[src/rtl/dm_arbiter.sv]
// dm_arbiter: shares the single-port data memory between the M stage (port 0) and the loader bridge (port 1).
// One latched access cycle per grant; ack/err/rdata are returned to the owner in the following cycle.
module dm_arbiter #(
    parameter bit          FIXED_PRIO = 1'b0,
    parameter logic [31:0] ADDR_BASE  = 32'h0000_0000,
    parameter int unsigned DM_BYTES   = 16384
) (
    input  logic        clk,
    input  logic        reset,
    input  logic        req0,
    input  logic        req1,
    input  logic        we0,
    input  logic        we1,
    input  logic [31:0] addr0,
    input  logic [31:0] addr1,
    input  logic [31:0] wdata0,
    input  logic [31:0] wdata1,
    input  logic [1:0]  wop0,
    input  logic [1:0]  wop1,
    input  logic [2:0]  rop0,
    input  logic [2:0]  rop1,
    input  logic [31:0] pc0,
    output logic        ack0,
    output logic        ack1,
    output logic        err0,
    output logic        err1,
    output logic [31:0] rdata0,
    output logic [31:0] rdata1,
    output logic [31:0] dm_pc,
    output logic        dm_we,
    output logic [31:0] dm_addr,
    output logic [31:0] dm_wd,
    output logic [1:0]  dm_wop,
    output logic [2:0]  dm_rop,
    input  logic [31:0] dm_rd
);
    typedef enum logic [1:0] {IDLE, ACCESS, RESP} state_e;

    state_e      state_q, state_d;
    logic        own_q, own_d, ptr_q, ptr_d;
    logic        we_q, we_d, err_q, err_d;
    logic [31:0] addr_q, addr_d, wd_q, wd_d, pc_q, pc_d, rdata_q, rdata_d;
    logic [1:0]  wop_q, wop_d;
    logic [2:0]  rop_q, rop_d;
    logic        el0, el1, win, in_rng, acc, rsp;
    logic [31:0] off;

    // In RESP the owner's req is still high for the finished access, so only the other port may bid.
    assign el0 = req0 & ((state_q == IDLE) | ((state_q == RESP) & own_q));
    assign el1 = req1 & ((state_q == IDLE) | ((state_q == RESP) & ~own_q));
    assign win = (el0 & el1) ? (FIXED_PRIO ? 1'b0 : ptr_q) : el1;
    assign off = addr_q - ADDR_BASE;
    assign in_rng = (addr_q >= ADDR_BASE) && (off < 32'(DM_BYTES));

    always_comb begin
        state_d = state_q;
        own_d   = own_q;
        ptr_d   = ptr_q;
        we_d    = we_q;
        addr_d  = addr_q;
        wd_d    = wd_q;
        wop_d   = wop_q;
        rop_d   = rop_q;
        pc_d    = pc_q;
        rdata_d = rdata_q;
        err_d   = err_q;
        if (state_q == ACCESS) begin
            state_d = RESP;
            rdata_d = (in_rng && !we_q) ? dm_rd : 32'h0;
            err_d   = ~in_rng;
        end else if (el0 | el1) begin
            state_d = ACCESS;
            own_d   = win;
            ptr_d   = FIXED_PRIO ? ptr_q : ~win;
            we_d    = win ? we1 : we0;
            addr_d  = win ? addr1 : addr0;
            wd_d    = win ? wdata1 : wdata0;
            wop_d   = win ? wop1 : wop0;
            rop_d   = win ? rop1 : rop0;
            pc_d    = win ? 32'h0 : pc0;
        end else begin
            state_d = IDLE;
        end
    end

    always_ff @(posedge clk) begin
        if (reset) begin
            state_q <= IDLE;
            own_q   <= 1'b0;
            ptr_q   <= 1'b0;
            we_q    <= 1'b0;
            addr_q  <= 32'h0;
            wd_q    <= 32'h0;
            wop_q   <= 2'h0;
            rop_q   <= 3'h0;
            pc_q    <= 32'h0;
            rdata_q <= 32'h0;
            err_q   <= 1'b0;
        end else begin
            state_q <= state_d;
            own_q   <= own_d;
            ptr_q   <= ptr_d;
            we_q    <= we_d;
            addr_q  <= addr_d;
            wd_q    <= wd_d;
            wop_q   <= wop_d;
            rop_q   <= rop_d;
            pc_q    <= pc_d;
            rdata_q <= rdata_d;
            err_q   <= err_d;
        end
    end

    assign acc     = (state_q == ACCESS);
    assign rsp     = (state_q == RESP);
    assign dm_we   = acc & we_q & in_rng;
    assign dm_addr = acc ? addr_q : 32'h0;
    assign dm_wd   = acc ? wd_q : 32'h0;
    assign dm_wop  = acc ? wop_q : 2'h0;
    assign dm_rop  = acc ? rop_q : 3'h0;
    assign dm_pc   = acc ? pc_q : 32'h0;
    assign ack0    = rsp & ~own_q;
    assign ack1    = rsp & own_q;
    assign err0    = ack0 & err_q;
    assign err1    = ack1 & err_q;
    assign rdata0  = ack0 ? rdata_q : 32'h0;
    assign rdata1  = ack1 ? rdata_q : 32'h0;
endmodule

[config.mk]
export PLATFORM = sky130hd
export DESIGN_NAME = dm_arbiter
export DESIGN_NICKNAME = d
export VERILOG_FILES = /design/src/rtl/dm_arbiter.sv
export SDC_FILE = /design/constraint.sdc
export NUM_CORES = 1
export LEC_CHECK = 0
export CAP_MARGIN = 20
export CORE_AREA = 2 2 154 171
export CTS_BUF_LIST = sky130_fd_sc_hd__clkbuf_8
export CTS_CLUSTER_SIZE = 16
export DETAILED_ROUTE_END_ITERATION = 12
export DIE_AREA = 0 0 156 173
export PLACE_DENSITY_LB_ADDON = 0.3
export SETUP_SLACK_MARGIN = 0.5
export SYNTH_ARGS = -nofsm -noshare
export SYNTH_HDL_FRONTEND = slang
export SYNTH_SLANG_ARGS = --single-unit
export TNS_END_PERCENT = 1
[constraint.sdc]
create_clock -name clk -period 2.95 [get_ports clk]
set_input_delay 0.59 -clock clk [delete_from_list [all_inputs] [get_ports clk]]
set_output_delay 0.59 -clock clk [all_outputs]
set_load 0.02 [all_outputs]
==> run_summary.xml <==
<?xml version="1.0" encoding="UTF-8"?>
<metrics>
  <group name="power_and_ir_drop">
    <metric name="power.leakage" unit="nW">4.98</metric>
    <metric name="powerDensity" unit="nW/um2">435</metric>
    <metric name="vdd.ir_drop.worst" unit="mV">0.213</metric>
  </group>
  <group name="place">
    <metric name="gp_routability_congestion" unit="">0.840</metric>
    <metric name="placed_area" unit="um2">10400</metric>
    <metric name="buffer_ports.inserted" unit="">377</metric>
    <metric name="detailedPlace.worstSlack" unit="ps">411</metric>
    <metric name="hpwlAfterDp" unit="um">17700</metric>
    <metric name="dp.cells" unit="">1387</metric>
  </group>
  <group name="outcome">
    <metric name="status" unit="">complete, no violations</metric>
  </group>
  <group name="hold_path">
    <metric name="worstHoldPathType" unit="">input port to register</metric>
    <metric name="hold_depth" unit="">2</metric>
  </group>
  <group name="global_route">
    <metric name="first_global_vias" unit="">6719</metric>
    <metric name="grt_antenna_before_repair" unit="">0</metric>
    <metric name="pin_count_of_the_biggest_net_entering_global_routing" unit="">77</metric>
    <metric name="grtUsageMet1" unit="%">21.8</metric>
    <metric name="grt_most_used_layer" unit="">met2</metric>
    <metric name="first_pass_grt_wire_length" unit="um">38200</metric>
    <metric name="groute.layer.met3.usage" unit="%">5.11</metric>
    <metric name="grt_util_all_layers" unit="%">18.1</metric>
    <metric name="groute.layer.met2.usage" unit="%">30.9</metric>
    <metric name="grt_remaining_overflow" unit="">0</metric>
  </group>
  <group name="timing">
    <metric name="drv_slew" unit="">0</metric>
    <metric name="timing.final.setup_violations" unit="">0</metric>
    <metric name="hold_violations" unit="">0</metric>
    <metric name="totalNegativeSetupSlack" unit="ps">0</metric>
    <metric name="skew" unit="ps">23.6</metric>
    <metric name="max_slew.worst_pin.slew" unit="ps">896</metric>
    <metric name="unrepaired_setup_endpoints_after_global_routing" unit="">yes</metric>
    <metric name="timing.final.ws_setup" unit="ps">225</metric>
    <metric name="fmaxAchievable" unit="MHz">367</metric>
    <metric name="relSlewSlack" unit="%">40.3</metric>
    <metric name="period_needed" unit="ps">2730</metric>
    <metric name="layout_worst_path_cycle_share" unit="%">92.4</metric>
  </group>
  <group name="clock_tree">
    <metric name="worst_setup_hold_path_clk_slew" unit="ps">90</metric>
    <metric name="clock_latency_on_the_worst_skew_pair" unit="ps">450</metric>
    <metric name="cts-root-buf" unit="">sky130_fd_sc_hd__clkbuf_8</metric>
    <metric name="clock_sinks" unit="">139</metric>
    <metric name="numCtsBuffers" unit="">17</metric>
    <metric name="cts-htree-levels" unit="">4</metric>
    <metric name="cts_tree" unit="">yes</metric>
    <metric name="cts.path.max_buffers" unit="">2</metric>
  </group>
  <group name="logic_synthesis">
    <metric name="synth.yosys.warnings" unit="">0</metric>
    <metric name="synth-seq-area-share" unit="%">43.1</metric>
    <metric name="yosys_most_used_dff" unit="">sky130_fd_sc_hd__dfxtp_1</metric>
    <metric name="synth.cell_area" unit="um2">6460</metric>
    <metric name="post_synth_inst_count" unit="">751</metric>
    <metric name="synth.distinct_cells" unit="">31</metric>
    <metric name="mappedNetlistNets" unit="">959</metric>
    <metric name="fraction_of_registers_with_async_set_reset" unit="%">0</metric>
    <metric name="synth_enable_flop_cells" unit="">0</metric>
    <metric name="number_of_register_bits_inferred_by_synthesis" unit="">139</metric>
    <metric name="synthesis.area_per_instance" unit="um2">8.61</metric>
  </group>
  <group name="setup_path">
    <metric name="timing.critical_path.cells" unit="">nor3b_4 -&gt; buf_4 -&gt; buf_6 -&gt; and2_1 -&gt; clkdlybuf4s50_1</metric>
    <metric name="critical_path.max_stage_delay" unit="ps">590</metric>
    <metric name="start_kind" unit="">register</metric>
    <metric name="setup.worst_path.end_class" unit="">output port</metric>
    <metric name="setup.worst_path.class" unit="">register to output port</metric>
    <metric name="cp_data_required_time" unit="ps">2360</metric>
    <metric name="crit_fanout" unit="">17</metric>
    <metric name="worst_path_max_delay_cell" unit="">sky130_fd_sc_hd__clkdlybuf4s50_1</metric>
    <metric name="reg2reg_depth" unit="">5</metric>
    <metric name="cp.arrival" unit="ps">2140</metric>
  </group>
  <group name="route">
    <metric name="vias" unit="">6821</metric>
    <metric name="drt_drc_violations_left" unit="">0</metric>
    <metric name="post_drt_wl_per_cell" unit="um">18.3</metric>
    <metric name="drt_wl_total" unit="um">26000</metric>
    <metric name="post_route_antenna_net_violation_count" unit="">0</metric>
    <metric name="first_iter_violations" unit="">319</metric>
    <metric name="via_per_inst" unit="">4.80</metric>
    <metric name="drt_first_pass_iters" unit="">5</metric>
  </group>
  <group name="cells_and_area">
    <metric name="final_cell_count_no_fill" unit="">1422</metric>
    <metric name="drive_gt1_share" unit="%">6.78</metric>
    <metric name="p_r_area_growth_vs_syn" unit="%">70.9</metric>
    <metric name="finalNetCount" unit="">1304</metric>
    <metric name="layout.cells.most_common" unit="">sky130_fd_sc_hd__clkdlybuf4s50_1</metric>
    <metric name="most-common-layout-cells" unit="">321 x sky130_fd_sc_hd__clkdlybuf4s50_1, 166 x sky130_fd_sc_hd__and2_1, 136 x sky130_fd_sc_hd__dfxtp_1</metric>
    <metric name="ant_cells" unit="">0</metric>
    <metric name="post-route-cell-area" unit="um2">11000</metric>
  </group>
  <group name="floorplan">
    <metric name="die_w" unit="um">156</metric>
    <metric name="fp.dieH" unit="um">173</metric>
    <metric name="initial_core_util" unit="%">25.7</metric>
    <metric name="dieArea" unit="um2">27000</metric>
    <metric name="boundaryPins" unit="">378</metric>
    <metric name="rows" unit="">61</metric>
    <metric name="core_area" unit="um2">25100</metric>
  </group>
  <group name="flow_run">
    <metric name="drv.max_cap_violation_count" unit="">0</metric>
  </group>
</metrics>
-- power by group --
group / leakage [nW] / switching (mW) / internal (mW)
clock: 0.179 / 0.829 / 0.750
sequential: 1.14 / 0.0821 / 2.02
combinational: 3.66 / 0.552 / 0.569
total: 4.98 / 1.46 / 3.34
-- per-layer routing --
layer | wire length, um | part of all wire [%]
met5 | 0 | 0
met2 | 12800 | 49
met4 | 539 | 2.1
met3 | 1790 | 6.9
met1 | 10900 | 42
-- synth_stat cells (all sizes together), types with 3 or more instances --
master / instances / area share [%]
a22o: 32 / 4.4
nand3: 104 / 8.1
dfxtp: 139 / 43
a21oi: 103 / 8.0
a22oi: 70 / 8.1
nand2: 33 / 1.9
clkbuf: 39 / 2.7
nor2: 8 / 0.46
and3: 3 / 0.29
and2: 167 / 16
buf: 38 / 4.4
nor4: 4 / 0.72
-- critical path, delay by kind of cell (launching register included) --
family / cells / cell delay [ps]
flip-flops: 1 / 400
AND/OR/NAND/NOR: 2 / 360
buffers and inverters: 3 / 930
-- final cells by class --
class / instances / area [um2]
sequential: 139 / 2790
clock inverter: 13 / 145
timing repair buffer: 403 / 4210
fill: 2486 / 14100
clock buffer: 17 / 234
tap: 315 / 394
inverter: 1 / 6.26
multi-input combinational: 534 / 3270
-- path summary, 6_finish.rpt --
kind	startpoint	end	slack, ps
max	state_q[1]	rdata0[3]	220
min	reset	state_q[1]	410
max reg2reg	state_q[1]	pc_q[4]	1220
min reg2reg	pc_q[23]	pc_q[23]	450
-- flip-flops by register name, summed over array words and instances (netlist names) --
name,count
addr_q,32
err_q,1
own_q,1
pc_q,32
ptr_q,1
rdata_q,32
rop_q,3
state_q,2
wd_q,32
we_q,1
wop_q,2
-- cells by family (layout without fill, tap and decap cells) --
group                  count (synthesis)  count (layout)  synth area share, %
and+or+nand+nor                      324             324                 28.5
AOI/OAI and AO/OA                    210             210                 21.3
DFF                                  139             139                 43.1
buffers and inverters                 78             434                 7.18
-- stage by stage --
| step | power, mW | utilization, % | hold slack, ps |
|---|---|---|---|
| 6_report | 4.80 | 44.0 | 413 |
| 5_1_grt | 5.06 | 44.0 | 376 |
| 4_1_cts | 4.88 | 43.2 | 379 |
| 3_5_place_dp | 3.26 | 41.6 | 439 |
| 3_3_place_gp | 3.25 | 41.6 | 433 |
| 2_1_floorplan | 2.70 | - | 427 |
-- repair_timing --
action | CTS | global route
endpoints found under the setup margin | 170 | 170
pin swaps | 0 | 1
cloned | 0 | 2
hold buffers | 0 | 0
resized for setup | 6 | 62
endpoints found under the hold margin | 0 | 0
setup buffers | 0 | 3
Power figures use the tool's default switching activity.
==> RTL change (config.mk and constraints unchanged) <==
Put a register stage on the outputs `err0` and `err1`, cleared by the reset. The values now appear one clock later. The other outputs are not delayed to match.
--- a/src/rtl/dm_arbiter.sv
+++ b/src/rtl/dm_arbiter.sv
@@ -123,4 +123,11 @@
     assign ack1    = rsp & own_q;
-    assign err0    = ack0 & err_q;
-    assign err1    = ack1 & err_q;
+    always_ff @(posedge clk) begin
+        if (reset) begin
+            err0 <= '0;
+            err1 <= '0;
+        end else begin
+            err0 <= ack0 & err_q;
+            err1 <= ack1 & err_q;
+        end
+    end
     assign rdata0  = ack0 ? rdata_q : 32'h0;
Check against the original RTL: not equivalent (Yosys sat finds a counterexample within 4 cycles, from zero or initial values and one cycle with reset high).
==> RTL change against the unedited design <==
Cell count increased by 0.42%. Synthesized area increased by 0.37%. Design area down 1.7%. Hold slack lost 0.058 ns. Sequential power increased by 2%. Routed wire length fell by 0.15%. Power up 0.61%. Sequential cell count increased by 2. Critical path depth shrank 1. Die area unchanged. Worst setup slack gained 0.041 ns. Largest cell class unchanged.
==> RTL change: results <==
group,metric,value,unit
setup_path,crit_fanout,10,
timing,clock_skew,0.0175,ns
place,gp_congestion,0.802,
synth,synthFlopType,"dfxtp_1",
clocking,insertion_delay,0.44,ns
synth,seq_area_frac_synth,43.5,%
global_routing,grt_pass1_vias,6976,
worst_hold_path,hold_path_class,"input pin to register",
synth,synth_area_leaders,"dfxtp_1, and2_1, a22oi_1, a21oi_1, nand3_1",
routing,drtIter0Drc,334,
synth,ys_async_sr_fraction,0,%
clocking,cts.root.buffer_cell,"clkbuf_8",
layout,drive_above_1_share,7.19,%
synth,yosys.area_share.xor_xnor,0,%
global_routing,grt_usage,18.6,%
synth,synth-compound-area-share,21.2,%
synth,synthDistinctLibCells,32,
routing,wire_per_inst,18.2,um
place,pre_cts_ws,0.325,ns
outcome,outcome,"completed",
setup_path,critPathArrivalTime,2.09,ns
clocking,htree_levels,4,
pwr,vdd_drop_max,240,uV
synth,synth_edf_count,0,
clocking,cts.clk_slew.worst_paths,0.08,ns
place,dp_hpwl,17.4,mm
global_routing,grt_max_degree,69,
synth,synthesis.nets,961,
global_routing,grt_pass1_wl,39.1,mm
layout,num-nets-final,1308,
timing,tightestPinTransition,0.663,ns
pwr,p_leak,4.60,nW
routing,vias,6904,
place,dpl_cell_area,10500,um2
clocking,cts_buffers,17,
synth,synthTopCellsByCount,"and2_1, dfxtp_1, a21oi_1, nand3_1, a22oi_1",
-- RTL change: final cells by class --
class,instances,area (um2)
repair buffers,404,3970
fillers,2603,14200
inverters,1,3.75
well taps,315,394
flip-flops and latches,141,2830
multi-input cells,535,3270
clock buffers,17,234
clock inverters,15,164
-- RTL change: metal layers --
layer | GRT usage (%) | part of all wire (%) | vias up
met4 | 6.15 | 2.5 | 0
met3 | 6.37 | 9.1 | 35
met2 | 32.6 | 49 | 295
li1 | - | - | 3340
met1 | 21.0 | 39 | 3234
met5 | 0 | 0 | -
-- RTL change: worst max-delay path: cells and delay by family (launching register included) --
kind	cells	cell delay, ns
buf+inv	2	0.78
simple gates	2	0.45
flops	1	0.43
-- RTL change: kinds of logic after synthesis --
logic type / after synthesis
compound gates: 210
flops: 141
simple gates: 325
buf+inv: 77
-- RTL change: power by group --
part | internal [mW] | total [mW] | switching (mW)
registers | 2.05 | 2.14 | 0.0914
clock network | 0.769 | 1.60 | 0.831
logic | 0.545 | 1.09 | 0.548
-- RTL change: path summary, 6_finish.rpt --
path | endpoint | slack, ns | from | depth (start not counted)
max reg2reg | wd_q[17] | 1.10 | own_q | 5
max | rdata0[15] | 0.27 | state_q[1] | 4
min reg2reg | pc_q[29] | 0.45 | pc_q[29] | 2
min | state_q[1] | 0.36 | reset | 2
-- RTL change: repair_timing --
action                                  in CTS  in global routing
endpoints found under the setup margin     168                168
resized for setup                          135                  3
pin swaps                                    1                  0
buffers inserted                             6                  1
cloned                                       3                  0
-- RTL change: metrics by stage --
stage	cells	total power, mW
3_5_place_dp	1386	3.28
4_1_cts	1427	4.94
5_1_grt	1428	5.11
6_report	1428	4.83
2_1_floorplan	753	2.72
3_3_place_gp	1386	3.27
